File: config.mk
export PLATFORM = sky130hd
export DESIGN_NAME = seq_mult
export DESIGN_NICKNAME = d
export VERILOG_FILES = /design/src/rtl/seq_mult_pkg.sv /design/src/rtl/seq_mult_add.sv /design/src/rtl/seq_mult.sv
export SDC_FILE = /design/constraint.sdc
export NUM_CORES = 1
export LEC_CHECK = 0
export CAP_MARGIN = 20
export CORE_MARGIN = 2
export CORE_UTILIZATION = 54
export CTS_CLUSTER_DIAMETER = 60
export CTS_CLUSTER_SIZE = 20
export DETAILED_ROUTE_END_ITERATION = 7
export HOLD_SLACK_MARGIN = 0.15
export PLACE_DENSITY = 0.83
export SYNTH_ARGS = -nofsm -noshare
export SYNTH_HDL_FRONTEND = slang
export SYNTH_SLANG_ARGS = --single-unit
File: constraint.sdc
create_clock -name clk -period 7.4 [get_ports clk]
set_input_delay 1.48 -clock clk [delete_from_list [all_inputs] [get_ports clk]]
set_output_delay 1.48 -clock clk [all_outputs]
set_load 0.005 [all_outputs]
File: src/rtl/seq_mult_pkg.sv
// seq_mult_pkg
// Shared definitions for the sequential shift-add multiplier.
//   state_t        : FSM state encoding (IDLE / RUN / FIN)
//   DEFAULT_WIDTH  : default operand width in bits
package seq_mult_pkg;

  localparam int DEFAULT_WIDTH = 6;

  typedef enum logic [1:0] {
    IDLE = 2'd0,
    RUN  = 2'd1,
    FIN  = 2'd2
  } state_t;

endpackage

File: src/rtl/seq_mult_add.sv
// add_n
// Parametrised ripple-carry adder.
//   x, y : N-bit addends
//   cin  : carry in
//   sum  : N-bit sum
//   cout : carry out of the top bit
module add_n #(
  parameter int N = 6
) (
  input  logic [N-1:0] x,
  input  logic [N-1:0] y,
  input  logic         cin,
  output logic [N-1:0] sum,
  output logic         cout
);

  logic [N:0] carry;

  assign carry[0] = cin;

  for (genvar gi = 0; gi < N; gi++) begin : g_bit
    assign sum[gi]     = x[gi] ^ y[gi] ^ carry[gi];
    assign carry[gi+1] = (x[gi] & y[gi]) | (x[gi] & carry[gi]) | (y[gi] & carry[gi]);
  end

  assign cout = carry[N];

endmodule

File: src/rtl/seq_mult.sv
// seq_mult
// Sequential shift-add multiplier: one add/shift step per clock, WIDTH steps
// per product, with a one-cycle FIN state that pulses done.
//   clk       : clock, all state on rising edge
//   rst       : synchronous active-high reset
//   start     : begin a multiply with the current a/b (accepted when not busy)
//   a, b      : multiplicand / multiplier, WIDTH bits
//   is_signed : (only with SEQ_MULT_SIGNED_EN) treat a/b as two's complement
//   busy      : high while the multiply is running
//   done      : one-cycle pulse, p valid
//   p         : full 2*WIDTH-bit product, held until the next one completes
// Optional feature macro: SEQ_MULT_SIGNED_EN adds signed operation.
module seq_mult
  import seq_mult_pkg::*;
#(
  parameter int WIDTH = DEFAULT_WIDTH
) (
  input  logic                 clk,
  input  logic                 rst,
  input  logic                 start,
  input  logic [WIDTH-1:0]     a,
  input  logic [WIDTH-1:0]     b,
`ifdef SEQ_MULT_SIGNED_EN
  input  logic                 is_signed,
`endif
  output logic                 busy,
  output logic                 done,
  output logic [2*WIDTH-1:0]   p
);

  localparam int CNT_W = $clog2(WIDTH + 1);

  state_t               state;
  logic [WIDTH-1:0]     mcand;   // latched multiplicand (magnitude when signed)
  logic [WIDTH-1:0]     hi;      // upper half of the running product
  logic [WIDTH-1:0]     lo;      // multiplier, shifted out as product bits shift in
  logic [CNT_W-1:0]     count;   // steps remaining in RUN
  logic [2*WIDTH-1:0]   p_reg;

  logic [WIDTH-1:0]     addend;
  logic [WIDTH-1:0]     sum;
  logic                 carry;
  logic [2*WIDTH-1:0]   prod_next;
  logic [2*WIDTH-1:0]   result;
  logic [WIDTH-1:0]     a_load;
  logic [WIDTH-1:0]     b_load;
  logic                 accept;

  assign accept = start && (state != RUN);

  // Only add the multiplicand when the current multiplier LSB is set.
  assign addend = lo[0] ? mcand : '0;

  // Partial sum is {carry, sum}: WIDTH+1 bits, so the carry is never dropped.
  add_n #(.N(WIDTH)) u_add (
    .x    (hi),
    .y    (addend),
    .cin  (1'b0),
    .sum  (sum),
    .cout (carry)
  );

  // Shift the (WIDTH+1)-bit partial sum and the multiplier right together.
  assign prod_next = {carry, sum, lo[WIDTH-1:1]};

`ifdef SEQ_MULT_SIGNED_EN
  logic neg;   // result must be negated (signed mode, operand signs differ)

  // Signed mode multiplies magnitudes; the most negative value's magnitude
  // still fits as an unsigned WIDTH-bit number.
  assign a_load = (is_signed && a[WIDTH-1]) ? -a : a;
  assign b_load = (is_signed && b[WIDTH-1]) ? -b : b;
  assign result = neg ? -prod_next : prod_next;

  always_ff @(posedge clk) begin
    if (rst) begin
      neg <= 1'b0;
    end else if (accept) begin
      neg <= is_signed && (a[WIDTH-1] ^ b[WIDTH-1]);
    end
  end
`else
  assign a_load = a;
  assign b_load = b;
  assign result = prod_next;
`endif

  always_ff @(posedge clk) begin
    if (rst) begin
      state <= IDLE;
      mcand <= '0;
      hi    <= '0;
      lo    <= '0;
      count <= '0;
      p_reg <= '0;
    end else begin
      case (state)
        IDLE, FIN: begin
          if (start) begin
            state <= RUN;
            mcand <= a_load;
            lo    <= b_load;
            hi    <= '0;
            count <= CNT_W'(WIDTH);
          end else begin
            state <= IDLE;
          end
        end
        RUN: begin
          hi    <= prod_next[2*WIDTH-1:WIDTH];
          lo    <= prod_next[WIDTH-1:0];
          count <= count - CNT_W'(1);
          // Last step: the product is complete on this edge.
          if (count == CNT_W'(1)) begin
            state <= FIN;
            p_reg <= result;
          end
        end
        default: state <= IDLE;
      endcase
    end
  end

  assign busy = (state == RUN);
  assign done = (state == FIN);
  assign p    = p_reg;

endmodule

* Yosys cells after proc, flatten, opt, wreduce, memory -nomap -nowiden
Index checks and enable logic that the tools add are counted.
** Word-level totals
- Output and inout port bits :: 14
- Register bits :: 35
- Bits of input ports :: 15
- Logic and storage cells :: 65
** Operators by class
- Add/subtract/negate cells :: 1
- Mux-type cells :: 10
- Reduce and logical (&&, ||, !) cells :: 6
- Equal/unequal tests :: 5
- Bitwise operators :: 37
** Operator list (number)
- $pmux W6 S2 :: 2
- $mux W6 :: 3
- $and A1 B1 Y1 :: 16
- $xor A1 B1 Y1 :: 11
- $or A1 B1 Y1 :: 10
- $pmux W3 S2 :: 1
- $reduce_and A2 Y1 :: 3
- $pmux W2 S2 :: 1
- $eq A3 B1 Y1 const B :: 1
- $mux W3 :: 1
- $sub A3 B1 Y3 const B :: 1
- $eq A2 B1 Y1 const B :: 1
- $eq A2 B2 Y1 const B :: 1
- $logic_not A2 Y1 :: 1
- $mux W2 :: 1
- $ne A2 B1 Y1 const B :: 1
- $ne A2 B2 Y1 const B :: 1
- $reduce_bool A2 Y1 :: 1
- $reduce_or A2 Y1 :: 1
- $mux W1 :: 1

* Longest topological paths before layout
- Word-level depth :: 18
- Depth in mapped cells :: 12
- Gate-level depth less buffers :: 12

* Cells and area by module
Synthesis repeated with hierarchy kept, for this count alone.
** Second synthesis, totals
- Cell total of the unflattened synthesis :: 189
- Area total of the unflattened synthesis :: 1534.0 sq um
** Modules (own cells, without submodules)
- seq_mult :: area each 1376.3 sq um, cells an instance 173, instances 1
- add_n :: area each 157.7 sq um, cells an instance 16, instances 1

* Worst setup path after synthesis
OpenSTA, ideal clock, no wires.
- Kind :: register to register
- Start point :: register lo[0]
- End point :: register hi[4]
- Setup slack :: 4614 ps
- Period minus slack after synthesis :: 2786 ps
- Stages on the path, launching flop included :: 13
- Arrival :: 2654 ps
- Path buffers :: 0
- Cell sequence :: dfxtp_1 > and2_1 > ha_1 > inv_1 > fa_1 > inv_1 > fa_1 > inv_1 > fa_1 > fa_1 > fa_1 > nand2b_1 > a21oi_1
** Between the ends
- Longest elaborated chain between the ends :: 16
- Elaborated cells on any way between the ends :: 25
- Classes of those cells :: mux (2); bitwise (23)
** Ends and longest elaborated chain
- from (decl) :: line seq_mult.sv:36 : logic [WIDTH-1:0] lo;
- from (signal assigned) :: line seq_mult.sv:102 : lo <= b_load;
- from (signal assigned) :: line seq_mult.sv:111 : lo <= prod_next[WIDTH-1:0];
- $mux W6 (*) :: line seq_mult.sv:52 : assign addend = lo[0] ? mcand : '0;
- $and A1 B1 Y1 (2 in series) :: line seq_mult_add.sv:23 : assign carry[gi+1] = (x[gi] & y[gi]) | (x[gi] & carry[gi]) | (y[gi] & carry[gi]);
- $or A1 B1 Y1 (2 in series) :: line seq_mult_add.sv:23
- $and A1 B1 Y1 :: line seq_mult_add.sv:23
- $or A1 B1 Y1 (2 in series) :: line seq_mult_add.sv:23
- $and A1 B1 Y1 :: line seq_mult_add.sv:23
- $or A1 B1 Y1 (2 in series) :: line seq_mult_add.sv:23
- $and A1 B1 Y1 :: line seq_mult_add.sv:23
- $or A1 B1 Y1 (2 in series) :: line seq_mult_add.sv:23
- $xor A1 B1 Y1 (*) :: line seq_mult_add.sv:22 : assign sum[gi] = x[gi] ^ y[gi] ^ carry[gi];
- $pmux W6 S2 (*) :: line seq_mult.sv:97 : case (state)
- to (signal assigned) :: line seq_mult.sv:110 : hi <= prod_next[2*WIDTH-1:WIDTH];
- to (decl) :: line seq_mult.sv:35 : logic [WIDTH-1:0] hi;
Every way passes the cells marked *; elsewhere a longest branch is shown, timed or not.
A chain may end at the register's enable or synchronous reset.

* Worst setup path after layout
- Start point :: register state[0]
- End point :: output busy
** Between the ends
- Longest elaborated chain between the ends :: 1
** Ends and longest elaborated chain
- from (decl) :: line seq_mult.sv:33 : state_t state;
- from (signal assigned) :: line seq_mult.sv:90 : state <= IDLE;
- from (signal assigned) :: line seq_mult.sv:100 : state <= RUN;
- from (signal assigned) :: line seq_mult.sv:106 : state <= IDLE;
- $eq A2 B1 Y1 :: line seq_mult.sv:124 : assign busy = (state == RUN);
- to (decl) :: line seq_mult.sv:26 : output logic busy,
Every way passes these cells.

==> flow_metrics.tcl <==
set metrics [dict create \
    cts-resized-gates 0 \
    core_area_um2 2710 \
    synth_area_um2 1520 \
    postPlaceCellArea_um2 1770 \
    cp-start-kind "flip-flop" \
    yosys.area.top_type "dfxtp_1" \
    cap_violations 0 \
    die_y_um 57.0 \
    path_cells "nand2b_1, inv_1, clkdlybuf4s50_1" \
    fin_skew_ps 12.8 \
    cts-hold-fix-buffers 0 \
    cp.arrival_ps 2200 \
    clkTransAtPathRegs_ps 120 \
    setup_tns_ps 0 \
    grt_start_max_net_pins 36 \
    drc_errors 0 \
    max_stage_delay_ps 580 \
    hold_viol 0 \
    synth_edf_count 0 \
    fin_ws_ps 3720 \
    dp_hpwl_um 2070 \
    syn_nets 194 \
    final_area_um2 1890 \
    drtPass1Iterations 4 \
    worstPathRequired_ps 5920 \
    clockBufferDepth 2 \
    drv_slew 0 \
    die_area_um2 3250 \
    routedWlPerCell_um 13.5 \
    synth_top_area_share_pct 46.2 \
    worstSetupPathType "flip-flop to output port" \
    vias 1215 \
    worst-path-buf-inv 2 \
    finalNonFillerCells 227 \
    ys.flop_type "dfxtp_1" \
    fmax_ghz 0.272 \
    reg2regPathDepth 12 \
    vdd_ir_drop_max_v 0.000166 \
    synth_common_cells "dfxtp_1, nand2_1, nor2_1, a21oi_1, inv_1" \
    grt_pass1_wl_um 5180 \
    rsz0062_at_grt "no" \
    ios 29 \
    synth_area_leaders "dfxtp_1, nand2_1, fa_1, a21oi_1, mux2i_1" \
    finalCriticalPeriod_ps 3680 \
    gr-total-overflow 0 \
    async_reset_ff_share_pct 0 \
    drive_gt1_share_pct 5.10 \
    syn_area_per_cell_um2 8.86 \
    place_congestion 0.740 \
    finish.utilization_pct 69.6 \
    routed_wl_um 3060 \
    ys_types 21 \
    syn2layout_area_growth_pct 24.4 \
    rows 19 \
    cts_max_level 2 \
    tritoncts "yes" \
    worst_pin_slew_ps 1050 \
    hold_path.class "flip-flop to flip-flop" \
    numPortBuffers 28 \
    grtUsageTotal_pct 20.9 \
    path_max_fanout 20 \
    viasPerCell 5.35 \
    clock_sinks 35 \
    crit_path_top_delay_cell "clkdlybuf4s50_1" \
    clock_latency_ps 350 \
    regArea_um2 701 \
    hold_depth 2 \
    placed_cells 218 \
    ys_warn_count 0 \
    start_util_pct 55.9 \
    relSlewSlack_pct 29.9 \
    antenna_cells 0 \
    multi_input_area_um2 704 \
    p_per_area_nw_per_um2 223 \
    path_depth 3 \
    critical_path.top_delay_family "buffers and inverters" \
    cts_root_buf "clkbuf_4" \
    largest_reg_flops 12 \
    endpoint_kind "output port" \
    synth_cells 171 \
    initialDrtViolationCount 42 \
    die_x_um 57.0 \
    antenna_found_initial 0 \
    final_net_count 218 \
    pre_cts_ws_ps 4080 \
    fin_crit_sh_pct 49.7 \
    ant_nets 0 \
    setup_viol 0 \
    post_cts_buffers 0 \
    synth_seq_cells 35 \
    ys_seq_area_share_pct 46.2 \
    numCtsBuffers 5 \
    yosysMostFrequentCell "dfxtp_1" \
    num-fill-cells 230 \
    power.leakage_nw 0.659 \
    first_global_vias 1209 \
    status "complete, no violations" \
]
stage by stage:
step | hold WS, ps | power (mW)
global route | 497 | 0.436
finish | 463 | 0.420
floorplan | 432 | 0.235
CTS | 463 | 0.421
global placement | 441 | 0.248
detailed placement | 448 | 0.251
power breakdown:
part | switching [mW] | internal [mW]
registers | 0.00674 | 0.197
logic | 0.0239 | 0.0200
clock network | 0.0664 | 0.105
worst register-to-register path: cells and delay by family, from the launching register on:
kind	cells	cell delay (ps)
buf+inv	3	170
simple gates	2	340
compound gates	1	150
fa+ha+maj	6	1880
flops	1	490
cell families after synthesis:
group / count (synthesis) / share of synthesized area, %
and+or+nand+nor: 69 / 20.3
DFF: 35 / 46.2
AOI/OAI and AO/OA: 29 / 12.5
buffers and inverters: 23 / 7.27
adders and majority gates: 8 / 9.08
muxes: 7 / 4.62
cells in the final DEF (no fill, tap or decap):
cell type,count
dfxtp_1,35
nand2_1,30
clkdlybuf4s50_1,28
nor2_1,18
a21oi_1,14
inv_1,11
nand2b_1,7
nand3_1,7
a311oi_1,7
a211oi_1,7
mux2i_1,7
fa_1,5
clkbuf_4,5
nor2b_1,3
ha_1,3
and2_1,2
bufinv_16,2
and4bb_2,1
o21ai_0,1
nor3_1,1
clkinvlp_4,1
buf_8,1
cell type report:
| class | count | share of cell area [%] |
|---|---|---|
| clock inverter | 3 | 3.58 |
| timing repair buffer | 29 | 15.7 |
| inverter | 11 | 2.19 |
| multi-input combinational | 113 | 37.4 |
| clock buffer | 5 | 1.99 |
| sequential | 35 | 37.2 |
| tap | 31 | 2.06 |
per-layer routing:
layer  wire, µm  track usage (%)  up-vias
li1           -                -      608
met5          0                0        -
met2       1540             34.8       23
met1       1340             25.1      578
met4         47             7.97        0
met3        127             7.03        6
final timing paths:
path | startpoint | endpoint | slack, ps
worst max-delay path | state[0] | busy | 3720
worst min-delay path | mcand[5] | mcand[5] | 460
worst max register to register | lo[0] | hi[4] | 4320
worst min register to register | mcand[5] | mcand[5] | 460
No activity file was read; power rests on OpenSTA's default activity.
